[src/rtl/capture_controller.sv]
// Host-side sequencer for the pixel-array data path: runs N frames per command,
// buffers read-phase pixels in a FIFO and streams them out with an end-of-frame marker.
module capture_controller #(
    parameter int unsigned PIXEL_COUNT = 4,
    parameter int unsigned DATA_W      = 8,
    parameter int unsigned FIFO_DEPTH  = 8,
    parameter int unsigned FRAME_W     = 8
) (
    input  logic                           clk,
    input  logic                           reset,
    input  logic                           cmd_valid,
    output logic                           cmd_ready,
    input  logic [FRAME_W-1:0]             cmd_frames,
    input  logic                           cmd_cds,
    input  logic                           abort,
    output logic                           dp_enable,
    output logic                           dp_cds,
    output logic                           dp_cont_mode,
    input  logic                           dp_idle,
    input  logic                           dp_read,
    input  logic [$clog2(PIXEL_COUNT)-1:0] dp_pixel_select,
    input  logic [DATA_W-1:0]              pix_data,
    output logic                           out_valid,
    input  logic                           out_ready,
    output logic [DATA_W-1:0]              out_data,
    output logic                           out_last,
    output logic                           busy,
    output logic                           done,
    output logic                           overflow,
    output logic [FRAME_W-1:0]             frames_done
);

    localparam int unsigned SEL_W = $clog2(PIXEL_COUNT);
    localparam int unsigned PTR_W = $clog2(FIFO_DEPTH);
    localparam int unsigned CNT_W = PTR_W + 1;
    localparam logic [SEL_W-1:0]   LAST_SEL   = SEL_W'(PIXEL_COUNT - 1);
    localparam logic [FRAME_W-1:0] FRAMES_MAX = {FRAME_W{1'b1}};
    localparam logic [FRAME_W-1:0] ONE_FRAME  = FRAME_W'(1);

    typedef enum logic [1:0] {IDLE, ARM, RUN, DRAIN} state_t;

    typedef struct packed {
        logic [DATA_W-1:0] data;
        logic              last;
    } entry_t;

    state_t             state_q, state_d;
    logic [FRAME_W-1:0] remaining_q, remaining_d;
    logic [FRAME_W-1:0] frames_done_q, frames_done_d;
    logic               overflow_q, overflow_d;
    logic               dp_cds_q, dp_cds_d;
    logic               dp_enable_q, dp_enable_d;
    logic               dp_cont_mode_q, dp_cont_mode_d;
    logic               busy_q, busy_d;
    logic               done_q, done_d;
    logic               cmd_ready_q, cmd_ready_d;
    logic [PTR_W-1:0]   wr_ptr_q, wr_ptr_d;
    logic [PTR_W-1:0]   rd_ptr_q, rd_ptr_d;
    logic [CNT_W-1:0]   count_q, count_d;
    entry_t             mem_q [FIFO_DEPTH];
    entry_t             wr_entry;
    entry_t             head;

    logic fifo_empty, fifo_full, pop, push_ok, frame_end, accept;

    always_comb begin
        fifo_empty = (count_q == '0);
        fifo_full  = (count_q == CNT_W'(FIFO_DEPTH));
        pop        = !fifo_empty && out_ready;
        frame_end  = dp_read && (dp_pixel_select == LAST_SEL);
        push_ok    = dp_read && (!fifo_full || pop);
        accept     = (state_q == IDLE) && cmd_valid && cmd_ready_q;
        wr_entry   = '{data: pix_data, last: frame_end};
        head       = mem_q[rd_ptr_q];
    end

    // Sequencer next state and registered-output next values
    always_comb begin
        state_d       = state_q;
        remaining_d   = remaining_q;
        frames_done_d = frames_done_q;
        overflow_d    = overflow_q;
        dp_cds_d      = dp_cds_q;
        done_d        = 1'b0;

        if (dp_read && fifo_full && !pop) begin
            overflow_d = 1'b1;
        end

        case (state_q)
            IDLE: begin
                if (accept && (cmd_frames != '0)) begin
                    remaining_d   = cmd_frames;
                    dp_cds_d      = cmd_cds;
                    frames_done_d = '0;
                    overflow_d    = 1'b0;
                    state_d       = ARM;
                end
            end
            ARM: begin
                if (abort) begin
                    remaining_d = ONE_FRAME;
                end
                state_d = RUN;
            end
            RUN: begin
                // Abort only shortens the run; the frame in flight still counts
                if (frame_end && (remaining_q != '0)) begin
                    remaining_d = (abort && (remaining_q > ONE_FRAME)) ? ONE_FRAME
                                                                      : remaining_q - ONE_FRAME;
                end else if (abort && (remaining_q != '0)) begin
                    remaining_d = ONE_FRAME;
                end
                if (frame_end && (frames_done_q != FRAMES_MAX)) begin
                    frames_done_d = frames_done_q + ONE_FRAME;
                end
                if ((remaining_q == '0) && dp_idle) begin
                    state_d = DRAIN;
                end
            end
            DRAIN: begin
                if (fifo_empty) begin
                    done_d  = 1'b1;
                    state_d = IDLE;
                end
            end
            default: state_d = IDLE;
        endcase

        if (state_d == IDLE) begin
            dp_cds_d = 1'b0;
        end
        dp_enable_d    = (state_d == ARM);
        dp_cont_mode_d = ((state_d == ARM) || (state_d == RUN)) && (remaining_d > ONE_FRAME);
        busy_d         = (state_d != IDLE);
        cmd_ready_d    = (state_d == IDLE) && dp_idle;
    end

    always_comb begin
        wr_ptr_d = push_ok ? wr_ptr_q + PTR_W'(1) : wr_ptr_q;
        rd_ptr_d = pop ? rd_ptr_q + PTR_W'(1) : rd_ptr_q;
        count_d  = count_q + CNT_W'(push_ok) - CNT_W'(pop);
    end

    always_ff @(posedge clk or negedge reset) begin
        if (!reset) begin
            state_q        <= IDLE;
            remaining_q    <= '0;
            frames_done_q  <= '0;
            overflow_q     <= 1'b0;
            dp_cds_q       <= 1'b0;
            dp_enable_q    <= 1'b0;
            dp_cont_mode_q <= 1'b0;
            busy_q         <= 1'b0;
            done_q         <= 1'b0;
            cmd_ready_q    <= 1'b0;
            wr_ptr_q       <= '0;
            rd_ptr_q       <= '0;
            count_q        <= '0;
        end else begin
            state_q        <= state_d;
            remaining_q    <= remaining_d;
            frames_done_q  <= frames_done_d;
            overflow_q     <= overflow_d;
            dp_cds_q       <= dp_cds_d;
            dp_enable_q    <= dp_enable_d;
            dp_cont_mode_q <= dp_cont_mode_d;
            busy_q         <= busy_d;
            done_q         <= done_d;
            cmd_ready_q    <= cmd_ready_d;
            wr_ptr_q       <= wr_ptr_d;
            rd_ptr_q       <= rd_ptr_d;
            count_q        <= count_d;
        end
    end

    // Storage is unreset; the read side is masked while empty
    always_ff @(posedge clk) begin
        if (push_ok) begin
            mem_q[wr_ptr_q] <= wr_entry;
        end
    end

    assign cmd_ready    = cmd_ready_q;
    assign dp_enable    = dp_enable_q;
    assign dp_cds       = dp_cds_q;
    assign dp_cont_mode = dp_cont_mode_q;
    assign out_valid    = !fifo_empty;
    assign out_data     = fifo_empty ? '0 : head.data;
    assign out_last     = !fifo_empty && head.last;
    assign busy         = busy_q;
    assign done         = done_q;
    assign overflow     = overflow_q;
    assign frames_done  = frames_done_q;

endmodule

[config.mk]
export PLATFORM = sky130hd
export DESIGN_NAME = capture_controller
export DESIGN_NICKNAME = d
export VERILOG_FILES = /design/src/rtl/capture_controller.sv
export SDC_FILE = /design/constraint.sdc
export NUM_CORES = 1
export LEC_CHECK = 0
export CAP_MARGIN = 10
export CORE_UTILIZATION = 56
export CTS_CLUSTER_SIZE = 12
export DETAILED_ROUTE_END_ITERATION = 8
export GPL_ROUTABILITY_DRIVEN = 0
export PLACE_DENSITY = 0.88
export SLEW_MARGIN = 10
export SYNTH_ARGS = -nofsm -noshare
export SYNTH_HDL_FRONTEND = slang
export SYNTH_SLANG_ARGS = --single-unit
[constraint.sdc]
create_clock -name clk -period 2.8 [get_ports clk]
set_clock_uncertainty 0.05 [all_clocks]
set_input_delay 0.28 -clock clk [delete_from_list [all_inputs] [get_ports clk]]
set_output_delay 0.28 -clock clk [all_outputs]
set_load 0.05 [all_outputs]
==> flow_summary.ini <==
[grt]
antenna_found_initial = 0
grt_max_degree = 36
grt_pass1_wl_mm = 16.62
track_usage_pct = 25.22
grt_overflow = 0
grt_pass1_vias = 3249

[layout]
final_area_um2 = 5762
syn_to_final_growth_pct = 18.56
stdcell_count = 529
antenna_cells = 0
layout.nets = 459
final_layout_size_suffix_gt1_share_pct = 18.87

[synthesis]
ys_types = 57
synth_top_family_by_area = simple AND/OR/NAND/NOR gates
yosysSeqAreaShare_pct = 62.51
ys.warnings.count = 0
synth_top_flop_cell = edfxtp_1
synth_xor_area_share_pct = 1.982
synth_seq_cells = 107
synth_edf_count = 72
synth_area_leaders = edfxtp_1 44%, dfrtp_1 18%, mux4_2 8.3%
synthArstFlopShare_pct = 32.71
syn_area_um2 = 4860
yosys.area_share.simple_pct = 11.53
synth_top_area_share_pct = 44.49
synth_top_cell_by_area = edfxtp_1
synthMuxAreaShare_pct = 10.87
yosysMostFrequentCell = edfxtp_1
yosys-top-cells-count = 72 x edfxtp_1, 35 x dfrtp_1, 31 x nor2_1, 30 x nand2_1, 19 x inv_1
synthAdderAreaFrac_pct = 3.759
synth-compound-area-share_pct = 6.591
syn_inst = 348
synth_area_per_cell_um2 = 13.96
synth_nets = 388

[die]
initial_core_util_pct = 58.56
design.core.area_um2 = 8299
io_pins = 51
chipHeight_um = 95.16
die_area_um2 = 9054
die_w_um = 95.16
row_count = 33

[sta]
rsz0062_at_grt = no
finalHoldViolations = 0
max_freq_mhz = 383.9
hold_slack_ns = 0.2766
tightest_slew_ns = 0.9659
slew_headroom_pct = 35.37
period_needed_ns = 2.605
setup_viol = 0
tns_ns = 0
finalCritPeriodShare_pct = 93.03
drv_slew = 0
fin_ws_ns = 0.1953

[routing]
detail-route-antenna-nets = 0
via_per_inst = 6.095
drt_wl_total_mm = 10.32
vias = 3224
wl_per_cell_um = 19.51
drc = 0
dr.pass1.iters = 5
drtIter0Drc = 194

[placed_design]
dpl.hpwl_mm = 7.386
dp.cells = 513
placed_area_um2 = 5579
place_ws_ns = 0.1519
io_buffer_count = 50

[critical_path]
r2r_setup_slack_ns = 0.20
cp_data_required_time_ns = 3.06
crit_type = flip-flop to flip-flop
reg2reg_to = dp_cont_mode
r2r_cells = 8
crit_fanout = 5
startpoint = remaining_q[0]
cp.arrival_ns = 2.86
startpoint_type = flip-flop
critical_path.reg2reg.startpoint = remaining_q[0]
cp-end-kind = flip-flop
crit_end = dp_cont_mode

[outcome]
status = complete, no violations

[hold_path]
hold_class = input pin to asynchronous set/reset pin

[clock_network]
clk_pin_slew_ns = 0.11
cts_setup_buffers = 0
cts.sink_count = 107
root_buffer = clkbuf_8
ctsLongestPathBuffers = 2
clock_latency_ns = 0.36
numCtsBuffers = 9
cts_tree = built
htreeDepth = 3

[power]
leakagePower_nw = 2.244
powerDensity_nw_per_um2 = 1050
max-vdd-ir-drop_mv = 0.5776

[flow_run]
cap_violations = 0
-- layer usage --
layer	vias to the layer above	wire, µm	track usage [%]
li1	1448	-	-
met1	1612	4097	31.03
met2	146	5386	45.48
met3	18	715	5.104
met4	0	121	6.061
met5	-	0	0
-- sequential cells by signal, summed over array words and instances (netlist names) --
signal / count
rd_ptr_q: 3
busy: 1
dp_cont_mode: 1
overflow: 1
count_q: 4
dp_cds: 1
remaining_q: 8
dp_enable: 1
wr_ptr_q: 3
mem_q: 72
frames_done: 8
done: 1
state_q: 2
cmd_ready: 1
-- how the worst min path moves through the flow --
stage	startpoint	slack, ns	to
after detailed placement	count_q[0]	0.45	count_q[0]
after global routing	reset	0.31	remaining_q[1]
after CTS	reset	0.29	remaining_q[1]
after global placement	overflow	0.44	overflow
final	reset	0.28	remaining_q[3]
after floorplan	reset	-0.07	busy
-- what timing repair did --
action	CTS	global route
gates resized for setup	0	2
endpoints found under the setup margin	0	2
hold buffers	0	0
-- report_power, final --
part	leakage (nW)	internal, mW	switching [mW]
Clock	0.0812	0.329	0.529
Sequential	1.10	2.01	0.336
Combinational	1.07	1.16	1.68
Total	2.24	3.51	2.54
-- logic make-up after synthesis --
family,Yosys count
compound gates,45
xor+xnor,11
fa+ha+maj,14
buf+inv,32
flops,107
mux,30
simple gates,109
-- cell usage in the layout (no fill, tap or decap), drive strengths merged, types with 6 or more instances in the layout --
master and n:
edfxtp 72, clkdlybuf4s50 41, dfrtp 35, buf 32, nor2 32, nand2 30, inv 21, mux4 18
ha 13, o21ai 12, mux2i 10, clkbuf 9, a21oi 8, nand3 7, xor2 6
-- final cells by class --
| type | instances | area, µm² |
|---|---|---|
| fill | 563 | 2537 |
| inverter | 19 | 71.32 |
| timing repair buffer | 73 | 650.6 |
| multi-input combinational | 209 | 1695 |
| clock buffer | 9 | 123.9 |
| tap | 105 | 131.4 |
| sequential | 107 | 3038 |
| clock inverter | 7 | 51.30 |
-- critical path, stage by stage (launching register included) --
cell,delay (ns)
dfrtp_1,0.44
inv_1,0.10
ha_1,0.22
or3b_4,0.43
or4_2,0.57
a211oi_2,0.29
nor3_1,0.08
o21ai_1,0.21
o41a_1,0.17
-- per-stage QoR --
| stage | util [%] | power, mW |
|---|---|---|
| CTS | 69.34 | 6.058 |
| global route | 69.43 | 6.381 |
| global placement | 67.22 | 5.067 |
| floorplan | - | 4.287 |
| finish | 69.43 | 6.048 |
| detailed placement | 67.22 | 5.206 |
Note: power is estimated with default switching activity, not from simulation.
